$ cat src/rtl/eth_pkg.sv
//------------------------------------------------------------------------------
// Module   : eth_pkg
// Purpose  : Shared receive-path types, byte constants, CRC-32 constants and
//            error-flag bit positions.
// Revision : 1.0 - initial release
//------------------------------------------------------------------------------
`default_nettype none

package eth_pkg;

  typedef enum logic [1:0] {
    IDLE     = 2'd0,
    PREAMBLE = 2'd1,
    FRAME    = 2'd2,
    DROP     = 2'd3
  } rx_state_t;

  localparam logic [7:0]  PREAMBLE_BYTE = 8'h55;
  localparam logic [7:0]  SFD_BYTE      = 8'hD5;

  // Reflected CRC-32; the register settles to RESIDUE after data plus a good FCS
  localparam logic [31:0] CRC32_POLY    = 32'hEDB88320;
  localparam logic [31:0] CRC32_INIT    = 32'hFFFFFFFF;
  localparam logic [31:0] CRC32_RESIDUE = 32'hDEBB20E3;

  localparam int ERR_GIANT = 0;
  localparam int ERR_RUNT  = 1;
  localparam int ERR_RXER  = 2;
  localparam int ERR_FCS   = 3;

endpackage

`default_nettype wire

$ cat src/rtl/gmii_rx_frame_if.sv
//------------------------------------------------------------------------------
// Module   : gmii_rx_frame_if
// Purpose  : GMII receive inputs plus the framed byte stream and frame status.
// Revision : 1.0 - initial release
//------------------------------------------------------------------------------
`default_nettype none

interface gmii_rx_frame_if #(
  parameter int LEN_W = 11
);

  logic             rxDv;
  logic             rxEr;
  logic [7:0]       rxData;
  logic [7:0]       outData;
  logic             outValid;
  logic             outLast;
  logic             frameDone;
  logic             frameGood;
  logic [3:0]       errFlags;
  logic [LEN_W-1:0] frameLen;

  // PHY / source side
  modport master (
    output rxDv, rxEr, rxData,
    input  outData, outValid, outLast, frameDone, frameGood, errFlags, frameLen
  );

  // Framer side
  modport slave (
    input  rxDv, rxEr, rxData,
    output outData, outValid, outLast, frameDone, frameGood, errFlags, frameLen
  );

endinterface

`default_nettype wire

$ cat src/rtl/eth_crc32_byte.sv
//------------------------------------------------------------------------------
// Module   : eth_crc32_byte
// Purpose  : Combinational next-state of a reflected CRC-32 for one byte.
// Revision : 1.0 - initial release
//------------------------------------------------------------------------------
`default_nettype none

module eth_crc32_byte
  import eth_pkg::*;
(
  input  logic [31:0] i_crc,
  input  logic [7:0]  i_data,
  output logic [31:0] o_crc
);

  logic [31:0] w_crc;

  always_comb begin
    w_crc = i_crc ^ {24'h0, i_data};
    for (int i = 0; i < 8; i++) begin
      w_crc = w_crc[0] ? ((w_crc >> 1) ^ CRC32_POLY) : (w_crc >> 1);
    end
    o_crc = w_crc;
  end

endmodule

`default_nettype wire

$ cat src/rtl/gmii_rx_frame.sv
//------------------------------------------------------------------------------
// Module   : gmii_rx_frame
// Purpose  : GMII receive framer: strips preamble/SFD/FCS, streams frame bytes
//            and reports per-frame status. Define ETH_FCS_CHECK_EN to add the
//            CRC-32 FCS check.
// Revision : 1.0 - initial release
//------------------------------------------------------------------------------
`default_nettype none

module gmii_rx_frame
  import eth_pkg::*;
#(
  parameter int MIN_FRAME_BYTES = 64,
  parameter int MAX_FRAME_BYTES = 1518,
  parameter int LEN_W           = 11
) (
  input  logic          rxClk,
  input  logic          rstN,
  gmii_rx_frame_if.slave gmii
);

  localparam logic [LEN_W-1:0] C_GIANT_LEN = LEN_W'(MAX_FRAME_BYTES + 1);
  localparam logic [LEN_W-1:0] C_MIN_LEN   = LEN_W'(MIN_FRAME_BYTES);
  localparam logic [LEN_W-1:0] C_HOLD_LEN  = LEN_W'(5);

  rx_state_t        r_state;
  rx_state_t        w_nextState;
  logic [7:0]       r_dly [5];
  logic [LEN_W-1:0] r_len;
  logic             r_rxErSeen;

  logic             w_shift;
  logic             w_sfd;
  logic             w_endFrame;
  logic             w_giant;
  logic             w_emitData;
  logic             w_endValid;
  logic             w_fcsErr;
  logic [3:0]       w_flags;

  always_ff @(posedge rxClk or negedge rstN) begin
    if (!rstN) begin
      r_state <= DROP;
    end else begin
      r_state <= w_nextState;
    end
  end

  always_comb begin
    w_nextState = r_state;
    w_shift     = 1'b0;
    w_sfd       = 1'b0;
    w_endFrame  = 1'b0;
    w_giant     = 1'b0;
    case (r_state)
      IDLE: begin
        if (gmii.rxDv) begin
          w_nextState = (gmii.rxData == PREAMBLE_BYTE) ? PREAMBLE : DROP;
        end
      end
      PREAMBLE: begin
        if (gmii.rxDv && gmii.rxData == PREAMBLE_BYTE) begin
          w_nextState = PREAMBLE;
        end else if (gmii.rxDv && gmii.rxData == SFD_BYTE) begin
          w_nextState = FRAME;
          w_sfd       = 1'b1;
        end else begin
          w_nextState = DROP;
        end
      end
      FRAME: begin
        // Giant cut-off wins over a coincident end of carrier
        if (r_len == C_GIANT_LEN) begin
          w_giant     = 1'b1;
          w_endFrame  = 1'b1;
          w_nextState = DROP;
        end else if (!gmii.rxDv) begin
          w_endFrame  = 1'b1;
          w_nextState = IDLE;
        end else begin
          w_shift = 1'b1;
        end
      end
      DROP: begin
        if (!gmii.rxDv) begin
          w_nextState = IDLE;
        end
      end
      default: w_nextState = DROP;
    endcase
  end

  // Five bytes stay in the delay line so the trailing FCS is never emitted
  assign w_emitData = w_shift && (r_len >= C_HOLD_LEN);
  assign w_endValid = w_endFrame && (r_len >= C_HOLD_LEN);

  assign w_flags[ERR_GIANT] = w_giant;
  assign w_flags[ERR_RUNT]  = (r_len < C_MIN_LEN);
  assign w_flags[ERR_RXER]  = r_rxErSeen | gmii.rxEr;
  assign w_flags[ERR_FCS]   = w_fcsErr;

`ifdef ETH_FCS_CHECK_EN
  logic [31:0] r_crc;
  logic [31:0] w_crcNext;

  eth_crc32_byte u_crc (
    .i_crc  (r_crc),
    .i_data (gmii.rxData),
    .o_crc  (w_crcNext)
  );

  always_ff @(posedge rxClk or negedge rstN) begin
    if (!rstN) begin
      r_crc <= CRC32_INIT;
    end else if (w_sfd) begin
      r_crc <= CRC32_INIT;
    end else if (w_shift) begin
      r_crc <= w_crcNext;
    end
  end

  assign w_fcsErr = w_giant | (r_crc != CRC32_RESIDUE);
`else
  assign w_fcsErr = 1'b0;
`endif

  always_ff @(posedge rxClk or negedge rstN) begin
    if (!rstN) begin
      for (int i = 0; i < 5; i++) begin
        r_dly[i] <= 8'h00;
      end
      r_len          <= '0;
      r_rxErSeen     <= 1'b0;
      gmii.outData   <= 8'h00;
      gmii.outValid  <= 1'b0;
      gmii.outLast   <= 1'b0;
      gmii.frameDone <= 1'b0;
      gmii.frameGood <= 1'b0;
      gmii.errFlags  <= 4'h0;
      gmii.frameLen  <= '0;
    end else begin
      gmii.outValid  <= w_emitData | w_endValid;
      gmii.outLast   <= w_endValid;
      gmii.frameDone <= w_endFrame;
      if (w_emitData || w_endValid) begin
        gmii.outData <= r_dly[4];
      end
      if (w_sfd) begin
        r_len      <= '0;
        r_rxErSeen <= 1'b0;
      end
      if (w_shift) begin
        r_dly[0] <= gmii.rxData;
        for (int i = 1; i < 5; i++) begin
          r_dly[i] <= r_dly[i-1];
        end
        r_len <= r_len + 1'b1;
      end
      if (r_state == FRAME && gmii.rxEr) begin
        r_rxErSeen <= 1'b1;
      end
      if (w_endFrame) begin
        gmii.frameGood <= ~|w_flags;
        gmii.errFlags  <= w_flags;
        gmii.frameLen  <= r_len;
      end
    end
  end

endmodule

`default_nettype wire

$ cat src/flat_wrapper.sv
// flat-port wrapper written by rule: the top's interface ports become plain ports
module gmii_rx_frame_flat import eth_pkg::*;
#(
  parameter int MIN_FRAME_BYTES = 64,
  parameter int MAX_FRAME_BYTES = 1518,
  parameter int LEN_W           = 11
)
  (rxClk, rstN, gmii_rxDv, gmii_rxEr, gmii_rxData, gmii_outData, gmii_outValid, gmii_outLast, gmii_frameDone, gmii_frameGood, gmii_errFlags, gmii_frameLen);
  gmii_rx_frame_if #(.LEN_W(LEN_W)) gmii_i ();
  input  logic rxClk;
  input  logic rstN;
  input wire logic [$bits(gmii_i.rxDv)-1:0] gmii_rxDv;
  input wire logic [$bits(gmii_i.rxEr)-1:0] gmii_rxEr;
  input wire logic [$bits(gmii_i.rxData)-1:0] gmii_rxData;
  output wire logic [$bits(gmii_i.outData)-1:0] gmii_outData;
  output wire logic [$bits(gmii_i.outValid)-1:0] gmii_outValid;
  output wire logic [$bits(gmii_i.outLast)-1:0] gmii_outLast;
  output wire logic [$bits(gmii_i.frameDone)-1:0] gmii_frameDone;
  output wire logic [$bits(gmii_i.frameGood)-1:0] gmii_frameGood;
  output wire logic [$bits(gmii_i.errFlags)-1:0] gmii_errFlags;
  output wire logic [$bits(gmii_i.frameLen)-1:0] gmii_frameLen;
  assign gmii_i.rxDv = gmii_rxDv;
  assign gmii_i.rxEr = gmii_rxEr;
  assign gmii_i.rxData = gmii_rxData;
  assign gmii_outData = gmii_i.outData;
  assign gmii_outValid = gmii_i.outValid;
  assign gmii_outLast = gmii_i.outLast;
  assign gmii_frameDone = gmii_i.frameDone;
  assign gmii_frameGood = gmii_i.frameGood;
  assign gmii_errFlags = gmii_i.errFlags;
  assign gmii_frameLen = gmii_i.frameLen;
  gmii_rx_frame #(.MIN_FRAME_BYTES(MIN_FRAME_BYTES), .MAX_FRAME_BYTES(MAX_FRAME_BYTES), .LEN_W(LEN_W)) u_core (.rxClk(rxClk), .rstN(rstN), .gmii(gmii_i));
endmodule
$ cat config.mk
export PLATFORM = sky130hd
export DESIGN_NAME = gmii_rx_frame_flat
export DESIGN_NICKNAME = d
export VERILOG_FILES = /design/src/rtl/eth_pkg.sv /design/src/rtl/gmii_rx_frame_if.sv /design/src/rtl/eth_crc32_byte.sv /design/src/rtl/gmii_rx_frame.sv /design/src/flat_wrapper.sv
export SDC_FILE = /design/constraint.sdc
export NUM_CORES = 1
export LEC_CHECK = 0
export CAP_MARGIN = 25
export CELL_PAD_IN_SITES_DETAIL_PLACEMENT = 2
export CELL_PAD_IN_SITES_GLOBAL_PLACEMENT = 2
export CORE_MARGIN = 1
export CORE_UTILIZATION = 36
export DETAILED_ROUTE_END_ITERATION = 7
export PLACE_DENSITY_LB_ADDON = 0.1
export SLEW_MARGIN = 20
export SYNTH_ARGS = -nofsm -noshare
export SYNTH_HDL_FRONTEND = slang
export SYNTH_SLANG_ARGS = --single-unit
$ cat constraint.sdc
create_clock -name rxClk -period 2.4 [get_ports rxClk]
set_input_delay 0.48 -clock rxClk [delete_from_list [all_inputs] [get_ports rxClk]]
set_output_delay 0.48 -clock rxClk [all_outputs]
set_load 0.02 [all_outputs]
-- Word-level counts from Yosys, hierarchy flattened
Cells that the tools add are included.
- input port bits: 12
- output and inout bits: 27
- register bits after elaboration: 80
- logic and storage cells: 60
- $add $sub $neg: 1
- equal/unequal tests: 7
- magnitude comparators: 2
- bitwise operators: 2
- mux-type cells: 22
- reductions and logical operators: 11
- operators with widths (cell ; count):
    2-to-1 mux 11 bit ; 2
    2-to-1 mux 1 bit ; 14
    adder 11 x 1 -> 11 bit, second input constant ; 1
    == test 11 bit, second input constant ; 1
    greater-or-equal comparator 11 x 3 -> 1 bit, second input constant ; 1
    less-than comparator 11 x 7 -> 1 bit, second input constant ; 1
    2-to-1 mux 2 bit ; 5
    == test 8 x 7 -> 1 bit, second input constant ; 1
    == test 8 bit, second input constant ; 1
    one-hot mux 2 bit (4 select lines) ; 1
    logical AND 1 bit ; 5
    == test 2 bit, second input constant ; 2
    nonzero test 2 bit ; 2
    OR reduction 3 bit ; 1
    == test 2 x 1 -> 1 bit, second input constant ; 1
    logical NOT 2 bit ; 1
    inequality test 2 bit, second input constant ; 1
    bitwise OR 1 bit ; 2
    logical NOT 1 bit ; 1
    logical OR 1 bit ; 1

-- Logic depth before layout (Yosys ltp)
Gate-level depths: netlist of the first run.
- depth after elaboration: 7
- gate-level depth with buffers: 7
- depth with buffers taken out: 5

-- Least setup slack after synthesis of the first run
No wires, ideal clock.
- kind: register to register
- start point: register u_core.r_len[0]
- end point: register u_core.gmii.frameLen[10]
- path buffers: 2
- library setup time: 0.125 ns
- stages on the path, launching flop included: 8
- arrival time: 1.868 ns
- setup slack: 0.407 ns
- clock period less this slack: 1.993 ns
- cell sequence: dfrtp_1 ha_1 nand4b_2 o31a_1 nand2b_4 buf_6 buf_6 mux2_4
- cells in the longest elaborated chain, start to end: 3
- ends and longest elaborated chain (element ; RTL line ; text):
    from (decl) ; gmii_rx_frame.sv:29 ; logic [LEN_W-1:0] r_len;
    from (signal assigned) ; gmii_rx_frame.sv:157 ; r_len <= r_len + 1'b1;
    == test 11 bit ; gmii_rx_frame.sv:73 ; if (r_len == C_GIANT_LEN) begin
    2-to-1 mux 1 bit ; gmii_rx_frame.sv:73 ;
    2-to-1 mux 1 bit ; gmii_rx_frame.sv:55 ; case (r_state)
    to (signal assigned) ; gmii_rx_frame.sv:165 ; gmii.frameLen <= r_len;
    to (decl) ; gmii_rx_frame_if.sv:32 ; output outData, outValid, outLast, frameDone, frameGood, errFlags, frameLen
Every way passes these cells.
A chain may end at the register's enable or synchronous reset.

-- Worst setup path in the final report of the first run
- start point: register u_core.r_len[0]
- end point: register u_core.r_len[7]
- cells in the longest elaborated chain, start to end: 4
- elaborated cells between the ends (all ways): 6
- those cells by class: add/sub: 1; eq/ne: 1; mux: 3; reduce/logical: 1
- ends and longest elaborated chain (element):
    branches (longest 4 deep; another with adder 11 x 1 -> 11 bit)
Several ways; the timed one is not identified.

==> results.toml, run 1 <==
[status]
status = "finished, final reports clean"

[logic_synthesis]
syn_inst = 327
ys_warn_count = 0
yosysSeqAreaShare_pct = 58.7
synth.net_count = 341
ys_ff_latch = 80
mappedNetlistArea_sq_um = 3410
synth_cell_types = 48
avgSynthCellArea_sq_um = 10.4

[clocking]
cts_resized = 0
post_cts_buffers = 0
cts_buffer_depth = 2
cts-root-buf = "clkbuf_8"
path_clk_slew_ns = 0.08
cts_buffers = 9
clkSinkCount = 80
ctsHoldBuffers = 0
cts_tree = "built"
clk_latency_ns = 0.36
htree_levels = 3

[setup_path]
r2r_cells = 5
cp_slowest_cell = "o311a_1"
cp.arrival_ns = 2.43
end_kind = "flip-flop"
r2r_slack_ns = 0.21
slowest_delay_ns = 0.53
cp_max_fo = 9
worstPathCellList = "ha_1 > nand4b_2 > o311a_1 > and3_1 > a211o_1"
cp-start-kind = "flip-flop"
critPathTopFamily = "compound AO/OA/AOI/OAI gates"
r2r-start = "u_core.r_len[0]"
rr_endpoint = "u_core.r_len[7]"
crit_type = "flip-flop to flip-flop"
worstPathRequired_ns = 2.64
cp_num_cells = 5
worst-path-buf-inv = 0

[layout]
diodes = 0
fillers = 994
syn2layout_area_growth_pct = 21.7
fin_nets = 381
drive_gt1_share_pct = 14.3

[sta]
period_minus_slack_ns = 2.19
max_slew_margin_pct = 57.7
period_share_pct = 91.1
slew_viol_final = 0
fmax_ghz = 0.458
layout_setup_ws_ns = 0.215
fin_setup_tns_ns = 0
hold_viol = 0
final.setup_skew_ns = 0.0108
tightest_slew_ns = 0.635
setup_viol = 0
rsz0062_at_grt = "false"

[floorplan]
rows = 35
fp.dieH_microns = 99.4
io_pins = 39
die-area_sq_um = 9880
core_sq_um = 9200
initial_core_util_pct = 37.1
die_w_microns = 99.4

[routing]
drc_errors = 0
dr.pass1.iters = 4
post_drt_wl_per_cell_microns = 16.3
routed_via_density = 5.14
route.vias.total = 2478
drt-total-wl_microns = 7870
antenna_left = 0
first_iter_violations = 79

[power]
cellLeakagePower_nw = 2.13
ir_worst_vdd_v = 0.000385
power_density_nw_per_um2 = 1020

[global_route]
gr-total-overflow = 0
antenna_found_initial = 0
track_usage_pct = 17.8
grt_max_degree = 48
grt_pass1_vias = 2654
grt_first_pass_wirelength_microns = 13400

[place]
gp_congestion = 0.753
port_buffers = 37
place.detailed.hpwl_microns = 5310
pre_cts_slack_ns = 0.0937

[job]
drv_cap = 0

[min_path]
hold_class = "input port to async pin"
[logic make-up (layout without fill, tap and decap cells)]
logic type / count (synthesis) / count (layout) / share of synthesized area (%)
AOI/OAI and AO/OA: 31 / 31 / 7.26
xor gates and xnor gates: 1 / 1 / 0.257
adders and majority gates: 2 / 2 / 0.733
buffers and inverters: 22 / 66 / 3.44
DFF: 80 / 80 / 58.7
muxes: 19 / 19 / 6.82
other: 1 / 1 / 0.110
and+or+nand+nor: 171 / 171 / 22.7
[worst max path at each step]
stage	startpoint	end	slack [ns]
4_1_cts	u_core.r_len[0]	u_core.r_len[7]	0.20
2_1_floorplan	u_core.r_len[0]	u_core.gmii.frameLen[10]	0.41
6_report	u_core.r_len[0]	u_core.r_len[7]	0.21
5_1_grt	u_core.r_len[0]	u_core.r_len[7]	0.08
3_3_place_gp	gmii_rxData[2]	u_core.r_len[10]	0.16
3_5_place_dp	gmii_rxData[2]	u_core.r_len[8]	0.09
[metal layers]
layer | global-route usage (%) | vias up | share of wire (%)
met5 | 0 | - | 0
met4 | 6.56 | 0 | 1.5
met3 | 4.15 | 9 | 3.0
met2 | 27.7 | 46 | 47
met1 | 24.2 | 1252 | 48
li1 | - | 1171 | -
[power by group]
part | switching (W) | internal [W] | total [W]
logic | 0.000565 | 0.000465 | 0.00103
registers | 0.000266 | 0.00175 | 0.00201
clock network | 0.000488 | 0.000688 | 0.00118
[placed cells by master, fill, tap and decap left out, drive strengths merged, types with 3 or more instances in the layout]
cell type,count
bufinv,3
nor3,6
mux2,19
and3,7
inv,4
o21ai,9
clkdlybuf4s50,36
dfrtp,78
nand2,124
nor2,5
a211o,7
buf,12
nand3,7
clkbuf,10
nor4,3
[flip-flops by register name (all words and copies together) (netlist names)]
| name | flops |
|---|---|
| u_core.r_state | 2 |
| u_core.r_len | 11 |
| u_core.gmii.errFlags | 3 |
| u_core.gmii.outData | 8 |
| u_core.gmii.frameGood | 1 |
| u_core.r_dly | 40 |
| u_core.gmii.outValid | 1 |
| u_core.r_rxErSeen | 1 |
| u_core.gmii.frameLen | 11 |
| u_core.gmii.frameDone | 1 |
| u_core.gmii.outLast | 1 |
[Yosys cell counts (all sizes together)]
cell,count,area [sq um]
nor3b,2,15.0
a21oi,2,10.0
and3,7,43.8
o22ai,1,12.5
nand4,2,12.5
nand3,7,35.0
ha,2,25.0
dfrtp,78,1950
or4,2,18.8
nor2,5,18.8
o21ai,9,45.0
and4,1,8.76
or3,1,6.26
a22o,2,17.5
nor4bb,1,10.0
nor2b,2,12.5
and2b,1,7.51
nor3,6,35.0
dfstp,2,52.6
clkbuf,7,26.3
o32a,1,10.0
mux2,19,233
and4b,1,10.0
nand2,124,465
a31oi,1,6.26
o31a,1,8.76
o311ai,1,26.3
nand2b,2,20.0
conb,1,3.75
buf,12,80.1
a21o,2,15.0
a21boi,1,7.51
nand4b,2,23.8
xnor2,1,8.76
o211a,1,10.0
nor4,3,18.8
a211oi,1,7.51
o311a,1,10.0
inv,3,11.3
a211o,7,61.3
and2,2,12.5
[cell type report]
cell class	count	area [sq um]	area share [%]
clock buffers	10	128	3.07
clock inverters	5	104	2.50
inverters	3	11.3	0.271
multi-input cells	225	1290	31.1
flip-flops and latches	80	2000	48.3
well taps	111	139	3.34
repair buffers	48	475	11.4
[per-stage QoR]
step	cells	total power [W]	instance area [sq um]	hold WS, ns	util [%]
5_1_grt	482	0.00450	4150	0.171	45.2
3_5_place_dp	467	0.00309	3920	0.462	42.7
4_1_cts	482	0.00428	4150	0.158	45.2
6_report	482	0.00422	4150	0.144	45.2
3_3_place_gp	467	0.00303	3920	0.449	42.7
2_1_floorplan	327	0.00266	3410	0.184	-
No activity file was read; power rests on OpenSTA's default activity.
==> inputs of run 2 (changes only) <==
ABC_CLOCK_PERIOD_IN_PS = 2400   (was unset)
HOLD_SLACK_MARGIN = 0.08   (was unset)
==> results of run 2 <==
Final layout, timing and power as in run 1 (identical DEF).
